**src/rtl/core_pkg.sv**
```systemverilog
// Shared core definitions: data width and writeback source select codes
// used by decode, the pipeline registers and the writeback stage.
package core_pkg;

  localparam int XLEN = 32;

  localparam logic [1:0] WB_SEL_ALU = 2'b00;
  localparam logic [1:0] WB_SEL_MEM = 2'b01;
  localparam logic [1:0] WB_SEL_PC4 = 2'b10;
  localparam logic [1:0] WB_SEL_IMM = 2'b11;

  typedef logic [4:0] reg_idx_t;

endpackage

```
**src/rtl/wb_regfile_if.sv**
```systemverilog
// Writeback control/result buses, the decode read ports and the
// retire counter of the writeback stage, bundled as one interface.
interface wb_regfile_if #(parameter int XLEN = core_pkg::XLEN);
  import core_pkg::*;

  reg_idx_t          wb_wr_index_in;
  logic              wb_wr_en_in;
  logic [1:0]        wb_data_sel_in;
  logic [XLEN-1:0]   alu_result_in;
  logic [XLEN-1:0]   mem_rd_data_in;
  logic [XLEN-1:0]   pc_plus4_in;
  logic [XLEN-1:0]   imm_in;
  reg_idx_t          rd_index_a;
  reg_idx_t          rd_index_b;
  logic [XLEN-1:0]   rd_data_a;
  logic [XLEN-1:0]   rd_data_b;
  logic [XLEN-1:0]   wb_data_out;
  logic              wb_valid_out;
  logic [31:0]       retire_count;

  modport master (
    output wb_wr_index_in, wb_wr_en_in, wb_data_sel_in, alu_result_in,
           mem_rd_data_in, pc_plus4_in, imm_in, rd_index_a, rd_index_b,
    input  rd_data_a, rd_data_b, wb_data_out, wb_valid_out, retire_count
  );

  modport slave (
    input  wb_wr_index_in, wb_wr_en_in, wb_data_sel_in, alu_result_in,
           mem_rd_data_in, pc_plus4_in, imm_in, rd_index_a, rd_index_b,
    output rd_data_a, rd_data_b, wb_data_out, wb_valid_out, retire_count
  );

endinterface

```
**src/rtl/rf_array.sv**
```systemverilog
// Raw storage for architectural registers x1..x31: one write port, two
// read ports. Index 0 has no flops and reads back as zero.
module rf_array #(
  parameter int XLEN = 32
) (
  input  logic            clk,
  input  logic            rst,
  input  logic            we,
  input  logic [4:0]      waddr,
  input  logic [XLEN-1:0] wdata,
  input  logic [4:0]      raddr_a,
  output logic [XLEN-1:0] rdata_a,
  input  logic [4:0]      raddr_b,
  output logic [XLEN-1:0] rdata_b
);

  logic [XLEN-1:0] regs_r [1:31];

  // Register storage with asynchronous clear
  always_ff @(posedge clk or posedge rst) begin
    if (rst) begin
      for (int i = 1; i < 32; i++) begin
        regs_r[i] <= '0;
      end
    end else if (we && (waddr != 5'd0)) begin
      regs_r[waddr] <= wdata;
    end
  end

  assign rdata_a = (raddr_a == 5'd0) ? '0 : regs_r[raddr_a];
  assign rdata_b = (raddr_b == 5'd0) ? '0 : regs_r[raddr_b];

endmodule

```
**src/rtl/wb_regfile.sv**
```systemverilog
// Writeback stage: selects the result to commit, writes the register file,
// serves two combinational read ports with optional bypass, counts commits.
module wb_regfile #(
  parameter int XLEN   = core_pkg::XLEN,
  parameter bit BYPASS = 1'b1
) (
  input logic        clk,
  input logic        rst,
  wb_regfile_if.slave bus
);
  import core_pkg::*;

  logic [XLEN-1:0] wb_data_s;
  logic            wb_valid_s;
  logic [XLEN-1:0] raw_a_s;
  logic [XLEN-1:0] raw_b_s;
  logic [31:0]     retire_count_r;

  function automatic logic [XLEN-1:0] read_port(
    input logic [4:0]      idx,
    input logic [XLEN-1:0] raw,
    input logic            valid,
    input logic [4:0]      widx,
    input logic [XLEN-1:0] wdata
  );
    if (idx == 5'd0) begin
      return '0;
    end else if (BYPASS && valid && (idx == widx)) begin
      return wdata;
    end else begin
      return raw;
    end
  endfunction

  // Writeback source mux; an undefined select falls back to the ALU result
  always_comb begin
    wb_data_s = bus.alu_result_in;
    case (bus.wb_data_sel_in)
      WB_SEL_ALU: wb_data_s = bus.alu_result_in;
      WB_SEL_MEM: wb_data_s = bus.mem_rd_data_in;
      WB_SEL_PC4: wb_data_s = bus.pc_plus4_in;
      WB_SEL_IMM: wb_data_s = bus.imm_in;
      default:    wb_data_s = bus.alu_result_in;
    endcase
  end

  assign wb_valid_s = bus.wb_wr_en_in && (bus.wb_wr_index_in != 5'd0);

  rf_array #(.XLEN(XLEN)) u_rf_array (
    .clk     (clk),
    .rst     (rst),
    .we      (wb_valid_s),
    .waddr   (bus.wb_wr_index_in),
    .wdata   (wb_data_s),
    .raddr_a (bus.rd_index_a),
    .rdata_a (raw_a_s),
    .raddr_b (bus.rd_index_b),
    .rdata_b (raw_b_s)
  );

  // Committed-write counter, wraps silently
  always_ff @(posedge clk or posedge rst) begin
    if (rst) begin
      retire_count_r <= 32'd0;
    end else if (wb_valid_s) begin
      retire_count_r <= retire_count_r + 32'd1;
    end
  end

  assign bus.rd_data_a    = read_port(bus.rd_index_a, raw_a_s, wb_valid_s,
                                      bus.wb_wr_index_in, wb_data_s);
  assign bus.rd_data_b    = read_port(bus.rd_index_b, raw_b_s, wb_valid_s,
                                      bus.wb_wr_index_in, wb_data_s);
  assign bus.wb_data_out  = wb_data_s;
  assign bus.wb_valid_out = wb_valid_s;
  assign bus.retire_count = retire_count_r;

endmodule

```
**src/flat_wrapper.sv**
```systemverilog
// flat-port wrapper written by rule: the top's interface ports become plain ports
module wb_regfile_flat import core_pkg::*;
#(
  parameter int XLEN   = core_pkg::XLEN,
  parameter bit BYPASS = 1'b1
)
  (clk, rst, bus_wb_wr_index_in, bus_wb_wr_en_in, bus_wb_data_sel_in, bus_alu_result_in, bus_mem_rd_data_in, bus_pc_plus4_in, bus_imm_in, bus_rd_index_a, bus_rd_index_b, bus_rd_data_a, bus_rd_data_b, bus_wb_data_out, bus_wb_valid_out, bus_retire_count);
  wb_regfile_if #(.XLEN(XLEN)) bus_i ();
  input logic clk;
  input logic rst;
  input wire logic [$bits(bus_i.wb_wr_index_in)-1:0] bus_wb_wr_index_in;
  input wire logic [$bits(bus_i.wb_wr_en_in)-1:0] bus_wb_wr_en_in;
  input wire logic [$bits(bus_i.wb_data_sel_in)-1:0] bus_wb_data_sel_in;
  input wire logic [$bits(bus_i.alu_result_in)-1:0] bus_alu_result_in;
  input wire logic [$bits(bus_i.mem_rd_data_in)-1:0] bus_mem_rd_data_in;
  input wire logic [$bits(bus_i.pc_plus4_in)-1:0] bus_pc_plus4_in;
  input wire logic [$bits(bus_i.imm_in)-1:0] bus_imm_in;
  input wire logic [$bits(bus_i.rd_index_a)-1:0] bus_rd_index_a;
  input wire logic [$bits(bus_i.rd_index_b)-1:0] bus_rd_index_b;
  output wire logic [$bits(bus_i.rd_data_a)-1:0] bus_rd_data_a;
  output wire logic [$bits(bus_i.rd_data_b)-1:0] bus_rd_data_b;
  output wire logic [$bits(bus_i.wb_data_out)-1:0] bus_wb_data_out;
  output wire logic [$bits(bus_i.wb_valid_out)-1:0] bus_wb_valid_out;
  output wire logic [$bits(bus_i.retire_count)-1:0] bus_retire_count;
  assign bus_i.wb_wr_index_in = bus_wb_wr_index_in;
  assign bus_i.wb_wr_en_in = bus_wb_wr_en_in;
  assign bus_i.wb_data_sel_in = bus_wb_data_sel_in;
  assign bus_i.alu_result_in = bus_alu_result_in;
  assign bus_i.mem_rd_data_in = bus_mem_rd_data_in;
  assign bus_i.pc_plus4_in = bus_pc_plus4_in;
  assign bus_i.imm_in = bus_imm_in;
  assign bus_i.rd_index_a = bus_rd_index_a;
  assign bus_i.rd_index_b = bus_rd_index_b;
  assign bus_rd_data_a = bus_i.rd_data_a;
  assign bus_rd_data_b = bus_i.rd_data_b;
  assign bus_wb_data_out = bus_i.wb_data_out;
  assign bus_wb_valid_out = bus_i.wb_valid_out;
  assign bus_retire_count = bus_i.retire_count;
  wb_regfile #(.XLEN(XLEN), .BYPASS(BYPASS)) u_core (.clk(clk), .rst(rst), .bus(bus_i));
endmodule
```
**config.mk**
```make
export PLATFORM = sky130hd
export DESIGN_NAME = wb_regfile_flat
export DESIGN_NICKNAME = d
export VERILOG_FILES = /design/src/rtl/core_pkg.sv /design/src/rtl/wb_regfile_if.sv /design/src/rtl/rf_array.sv /design/src/rtl/wb_regfile.sv /design/src/flat_wrapper.sv
export SDC_FILE = /design/constraint.sdc
export NUM_CORES = 2
export LEC_CHECK = 0
export CORE_ASPECT_RATIO = 1.1
export CORE_MARGIN = 2
export CORE_UTILIZATION = 60
export DETAILED_ROUTE_END_ITERATION = 7
export GPL_TIMING_DRIVEN = 0
export PLACE_DENSITY = 0.79
export SYNTH_ARGS = -nofsm -noshare
export SYNTH_HDL_FRONTEND = slang
export SYNTH_SLANG_ARGS = --single-unit
```
**constraint.sdc**
```tcl
create_clock -name clk -period 49 [get_ports clk]
set_input_delay 14.7 -clock clk [delete_from_list [all_inputs] [get_ports clk]]
set_output_delay 14.7 -clock clk [all_outputs]
set_load 0.02 [all_outputs]
```
# Word-level counts from Yosys, hierarchy flattened
# Cells that the tools add are included.
# Widths: inputs -> output; s select.
classes:
  addsub: 1
  magnitude_cmp: 4
  n_eq_ne: 5
  n_mux: 14
  bitwise: 3
  n_reduce_logical: 9
ops:
  columns: ["op", "n"]
  rows:
  - ["$bwmux 992", 1]
  - ["$bmux 32 s5", 2]
  - ["$mux 32", 9]
  - ["$demux 32 s5", 1]
  - ["$pmux 32 s4", 1]
  - ["$add 32x1->32 const B", 1]
  - ["$ge 6x6->1 const B", 3]
  - ["$not 5->6", 3]
  - ["$eq 5x5->1", 2]
  - ["$logic_not 5->1", 2]
  - ["$lt 6x1->1 const B", 1]
  - ["$logic_and 1x1->1", 5]
  - ["$reduce_bool 5->1", 1]
  - ["$eq 2x2->1 const B", 2]
  - ["$eq 2x1->1 const B", 1]
  - ["$logic_not 2->1", 1]
totals:
  reg_bits: 1024
  in_bits: 148
  output_inout_bits: 129
  wordCells: 68

# Longest topological paths before layout
logic_depth:
  depth_word: 6
  ltp_mapped: 10
  depth_no_buf: 6

# Modules after synthesis
# A second synthesis with hierarchy kept.
hier_totals:
  hier_cells: 4196
  hier_area_um2: 56679.4
modules_own_cells:
  columns: ["module", "n_inst", "cells_per_inst", "area_per_inst_um2", "seq_area_each_um2"]
  rows:
  - ["rf_array", 1, 3795, 53421.2, 24823.8]
  - ["wb_regfile", 1, 401, 3258.1, 800.8]

# Least setup slack after synthesis
# No wires, ideal clock.
synth_path:
  path_type: "input to output"
  start: "input port bus_wb_wr_index_in[2]"
  end: "output port bus_rd_data_b[11]"
  arrival_time_ns: 16.492
  required_ns: 34.300
  slack_ns: 17.808
  cell_stages: 7
  n_path_buf: 2
  cell_sequence: "buf_2 > nor3_4 > a21o_4 > nor4_4 > buf_2 > a211oi_1 > a211oi_1"
synth_via:
  elab_chain_cells: 5
  elab_cells_between_ends: 6
  classes_between: "1 x eq/ne; 2 x mux; 3 x reduce/logical"
synth_rtl:
  columns: ["item", "line_no", "source"]
  rows:
  - ["start: declaration", "flat_wrapper.sv:11", "input wire logic [$bits(bus_i.wb_wr_index_in)-1:0] bus_wb_wr_index_in;"]
  - ["$reduce_bool 5->1", "wb_regfile.sv:47", "assign wb_valid_s = bus.wb_wr_en_in && (bus.wb_wr_index_in != 5'd0);"]
  - ["$logic_and 1x1->1", "wb_regfile.sv:47", null]
  - ["$logic_and 1x1->1 (*)", "wb_regfile.sv:28", "end else if (BYPASS && valid && (idx == widx)) begin"]
  - ["$mux 32 (*)", "wb_regfile.sv:28", null]
  - ["$mux 32 (*)", "wb_regfile.sv:26", "if (idx == 5'd0) begin"]
  - ["end: declaration", "flat_wrapper.sv:21", "output wire logic [$bits(bus_i.rd_data_b)-1:0] bus_rd_data_b;"]
# Every way passes the cells marked *; elsewhere a longest branch is shown, timed or not.

# Worst setup path after layout
layout_path:
  start: "input port bus_rd_index_a[2]"
  end: "output port bus_rd_data_a[15]"
layout_via:
  elab_chain_cells: 6
  elab_cells_between_ends: 9
  classes_between: "1 x eq/ne; 5 x mux; 1 x bitwise; 2 x reduce/logical"
layout_rtl:
  columns: ["item", "line_no", "source"]
  rows:
  - ["start: declaration", "flat_wrapper.sv:18", "input wire logic [$bits(bus_i.rd_index_a)-1:0] bus_rd_index_a;"]
  - ["$not 5->6 (implied by the code)", "rf_array.sv:30", "assign rdata_a = (raddr_a == 5'd0) ? '0 : regs_r[raddr_a];"]
  - ["$bmux 32 s5", "rf_array.sv:30", null]
  - ["$mux 32 (implied by the code) (2 in series)", "rf_array.sv:30", null]
  - ["$mux 32", "wb_regfile.sv:28", null]
  - ["$mux 32 (*)", "wb_regfile.sv:26", null]
  - ["end: declaration", "flat_wrapper.sv:20", "output wire logic [$bits(bus_i.rd_data_a)-1:0] bus_rd_data_a;"]
# Every way passes the cells marked *; elsewhere a longest branch is shown, timed or not. The select of a mux whose other input is x is not followed.

==> results.txt <==
- CTS tree: done
- Crit Path Max Fanout: 10
- Total global-route track usage: 47.13%
* Fraction of layout cells with a size suffix above 1: 16.75%
* Number of vias after detailed routing: 48.23k
* Maximum number of buffers from clock root to sink: 3
- CTS hold repair buffers: 0
- Entering global routing, the biggest net connects 130 pins.
- The worst setup path is of the primary input to output port kind.
* Power per unit of standard cell area: 43.90 nW/um^2
- In the post-synthesis netlist, the biggest area contributors are sky130_fd_sc_hd__dfrtp_1 (47%), sky130_fd_sc_hd__mux4_2 (15%), sky130_fd_sc_hd__o21ai_0 (8.5%).
* Max Clock Skew: 0.008174 ns
- The analysis attributes to net switching a power of 0.8876 mW.
- Post-route ant nets: 0
* F_max: 28.83 MHz
- Internal power consumption: 1.855 mW
* Post-synth design cell area: 54210 um^2
- Critical path's most frequent cell: sky130_fd_sc_hd__clkdlybuf4s50_1
- Proportion of synthesized chip area in sequential cells: 47.27%
- Cell family contributing the most delay on the critical path: buffers and inverters
- Summed over all failing endpoints, the final setup total negative slack is 0 ns.
- Setup repair after global routing left no endpoint under its margin.
* Number of enable-type register cells in the synthesized netlist: 0
* Core Footprint: 89500 um^2
- Clk sink count: 1024
- The worst hold path begins at u_core.bus.retire_count[31].
- Transition time of the tightest slew-check pin: 1.624 ns
- IR Drop Worst-Case VDD: 0.03246 mV
* Cell chain of the critical path: clkdlybuf4s50_1 > or2_2 > buf_1 > clkbuf_1 > a221oi_1 > a2111oi_0 > nor4_1 > a211oi_1 > clkdlybuf4s50_1
* Count of state elements after synthesis: 1024
* Ratio of final minimum period to clock period: 70.78%
- The run finished, with violations left.
* Cell type with the largest total area after synthesis: sky130_fd_sc_hd__dfrtp_1
- Fraction of power consumed by sequential logic: 43.3%
- Hpwl dp: 164500 um
- Minimum clock period after layout: 34.68 ns
- The floorplan step set the die height to 319.3 um.
- The worst setup path is launched from a primary input.
* Clk_lat worst skew: 0.69 ns
- STA classifies the critical path endpoint as an output port.
- Data arrives at the worst endpoint at 19.98 ns.
- Max capacitance violation total: 6
- The clock network accounts for 33.1% of the total power.
- Prevailing post-synth register cell: sky130_fd_sc_hd__dfrtp_1
* Via count of the first global-routing pass: 47.28k
- Total CTS buffers: 103
* Design Power: 2.743 mW
- Final standard cell utilization of the core: 69.81%
- The first global-routing pass estimated 317600 um of wire.
* Pins over their slew limit: 8
- Wire length per cell: 32.52 um
- The checks that failed: capacitance limit, slew limit.
- Number of antenna violations at the first check in global routing: 15
- Of all flip-flops after synthesis, the portion carrying an async set or reset was 100.0%.
- Number of cells in the design after placement: 6536
- Final cell count without fillers: 6736
- On the final layout, the worst hold slack is 0.4746 ns.
- CP bufs+invs: 4
- Total I/O pin count: 277
- In this design, the stage delay of the slowest critical-path cell is 1.12 ns.
* Cells after Synth: 5090
- Count of cells resized by post-cts repair: 0
* DRC violation count after routing: 0
- When the netlist entered floorplanning its net count stood at 5239.
* Final-report setup violation count: 0
- Clock root buffer master: sky130_fd_sc_hd__clkbuf_16
- The final hold violation count came to 0.
- The die covers 92780 um^2.
* 1st-iter DRT viols: 7943
* Detail-routed via count per cell: 7.159
- Leakage dissipation: 27.11 nW
* Proportion of power drawn by combinational gates: 23.6%
- Post-Synthesis Mean Instance Area: 10.65 um^2
- Port buffering added 266 buffers.
- Clock-pin slew was measured on the worst setup and hold paths at 0.06 ns.
* Min-delay worst type: flip-flop to flip-flop
- The die is 290.6 um wide.
* First-pass DRT Iterations: 7
- Initial Util: 60.58%
- Number of different library cells in the post-synthesis netlist: 66
- # Post-CTS Setup Buffers: 0
* Fraction of power spent switching nets: 32.36%
* Worst setup path startpoint: bus_rd_index_a[2]
- Detailed-route wire length: 219000 um
- Startpoint of the lowest-slack register-to-register path: u_core.bus.retire_count[0]
- Count of synthesis-stage warnings from yosys: 0
- After the last flow step, the layout net total stands at 5623.
- Compared with the post-synthesis result, the final layout area differs by 15.24%.
- The share of synthesized area in the top cell type comes to 47.27%.
- Worst path slowest cell: sky130_fd_sc_hd__a2111oi_0
* H-tree level count: 3
* Aggregate global routing overflow: 0
* Global placer's final weighted congestion: 1.074
- In this run the core area contains 115 standard-cell rows.
* Critical path data required time: 34.30 ns
* Relative slew slack: -11.05%
power by group through the flow:
stage	clock, mW	sequential, mW	combinational, mW
after floorplan	0	1.14	0.417
after global placement	0	1.17	0.591
after detailed placement	0	1.18	0.616
after CTS	0.898	1.17	0.621
after global routing	0.935	1.20	0.688
final	0.908	1.19	0.647
final cells by class:
cell class	count	area, um^2
multi-input cells	3509	26060
well taps	1170	1464
inverters	39	153.9
repair buffers	279	2933
fillers	6568	27020
clock inverters	52	862.1
flip-flops and latches	1024	25620
diodes	7	17.52
plain buffers	518	2392
clock buffers	138	2973
cells in the mapped netlist (3+ instances only):
cell / n
sky130_fd_sc_hd__a2111oi_0: 19
sky130_fd_sc_hd__a2111oi_2: 12
sky130_fd_sc_hd__a211oi_1: 82
sky130_fd_sc_hd__a21oi_1: 32
sky130_fd_sc_hd__a221o_1: 6
sky130_fd_sc_hd__a221oi_1: 57
sky130_fd_sc_hd__a22o_1: 25
sky130_fd_sc_hd__a22oi_1: 57
sky130_fd_sc_hd__a2bb2oi_1: 7
sky130_fd_sc_hd__a31oi_1: 7
sky130_fd_sc_hd__a32oi_1: 7
sky130_fd_sc_hd__and2_1: 3
sky130_fd_sc_hd__and3_1: 11
sky130_fd_sc_hd__buf_1: 13
sky130_fd_sc_hd__buf_2: 103
sky130_fd_sc_hd__buf_4: 32
sky130_fd_sc_hd__buf_6: 19
sky130_fd_sc_hd__buf_8: 3
sky130_fd_sc_hd__clkbuf_1: 346
sky130_fd_sc_hd__dfrtp_1: 1024
sky130_fd_sc_hd__inv_1: 38
sky130_fd_sc_hd__mux2_1: 4
sky130_fd_sc_hd__mux2_2: 185
sky130_fd_sc_hd__mux2i_1: 168
sky130_fd_sc_hd__mux4_2: 363
sky130_fd_sc_hd__nand2_1: 1134
sky130_fd_sc_hd__nand2b_1: 7
sky130_fd_sc_hd__nand3_1: 13
sky130_fd_sc_hd__nand4_1: 8
sky130_fd_sc_hd__nor2_1: 36
sky130_fd_sc_hd__nor2b_1: 11
sky130_fd_sc_hd__nor3_1: 4
sky130_fd_sc_hd__nor3b_1: 4
sky130_fd_sc_hd__nor4_1: 50
sky130_fd_sc_hd__o211a_1: 6
sky130_fd_sc_hd__o21ai_0: 926
sky130_fd_sc_hd__o21ai_1: 105
sky130_fd_sc_hd__o221ai_1: 7
sky130_fd_sc_hd__o22ai_1: 82
sky130_fd_sc_hd__or2_2: 3
sky130_fd_sc_hd__xnor2_1: 33
sky130_fd_sc_hd__xor2_1: 8
through the flow:
step | worst slack (ns) | area [um^2]
floorplan | 5.484 | 54210
global placement | -5.666 | 58340
detailed placement | 14.99 | 58610
CTS | 14.98 | 62440
global route | 14.43 | 62460
finish | 14.32 | 62480
cell usage in the layout, fill, tap and decap left out, types with 11 or more instances in the layout:
cell type and n:
sky130_fd_sc_hd__nand2_1 1134, sky130_fd_sc_hd__dfrtp_1 1024, sky130_fd_sc_hd__o21ai_0 925, sky130_fd_sc_hd__mux4_2 363, sky130_fd_sc_hd__clkbuf_1 356, sky130_fd_sc_hd__clkdlybuf4s50_1 266
sky130_fd_sc_hd__mux2_2 185, sky130_fd_sc_hd__mux2i_1 168, sky130_fd_sc_hd__o21ai_1 106, sky130_fd_sc_hd__clkbuf_16 106, sky130_fd_sc_hd__buf_2 103, sky130_fd_sc_hd__o22ai_1 82
sky130_fd_sc_hd__a211oi_1 82, sky130_fd_sc_hd__a22oi_1 57, sky130_fd_sc_hd__a221oi_1 57, sky130_fd_sc_hd__nor4_1 50, sky130_fd_sc_hd__inv_1 37, sky130_fd_sc_hd__nor2_1 36
sky130_fd_sc_hd__buf_4 33, sky130_fd_sc_hd__xnor2_1 33, sky130_fd_sc_hd__a21oi_1 32, sky130_fd_sc_hd__a22o_1 25, sky130_fd_sc_hd__bufinv_16 22, sky130_fd_sc_hd__clkbuf_8 20
sky130_fd_sc_hd__buf_6 19, sky130_fd_sc_hd__a2111oi_0 16, sky130_fd_sc_hd__clkinv_2 16, sky130_fd_sc_hd__buf_1 13, sky130_fd_sc_hd__nand3_1 13, sky130_fd_sc_hd__a2111oi_2 12
sky130_fd_sc_hd__and3_1 11, sky130_fd_sc_hd__nor2b_1 11
cell families (layout without fill, tap and decap cells):
kind of cell,after synthesis,count (layout),share of synthesized area [%]
muxes,720,720,22.11
DFF,1024,1024,47.27
xor gates and xnor gates,41,41,0.6624
adders and majority gates,1,1,0.02308
buffers and inverters,557,1026,4.678
AOI/OAI and AO/OA,1444,1444,15.46
and+or+nand+nor,1303,1303,9.809
other,0,7,0
sequential cells by signal, indices dropped and copies added, names as in the netlist:
register / flops
u_core.bus.retire_count: 32
u_core.u_rf_array.regs_r: 992
per-layer routing:
metal / GRT usage (%) / share of wire (%) / vias up / wire length [um]
met3: 22.29 / 16 / 990 / 35900
met4: 29.42 / 7.6 / 22 / 16670
met2: 67.43 / 42 / 4173 / 92950
met5: 0.2076 / 0.082 / - / 180
li1: - / - / 19310 / -
met1: 57.76 / 33 / 23730 / 73350
final timing paths:
| kind | end | slack [ns] | depth (start not counted) |
|---|---|---|---|
| setup / recovery | bus_rd_data_a[15] | 14.32 | 9 |
| hold / removal | u_core.bus.retire_count[31] | 0.47 | 1 |
| setup reg to reg | u_core.bus.retire_count[30] | 46.82 | 6 |
| hold reg to reg | u_core.bus.retire_count[31] | 0.47 | 1 |
| max in group asynchronous | u_core.u_rf_array.regs_r[42] | 31.88 | 6 |
| min in group asynchronous | u_core.u_rf_array.regs_r[792] | 14.51 | 2 |
Note: power is estimated with default switching activity, not from simulation.
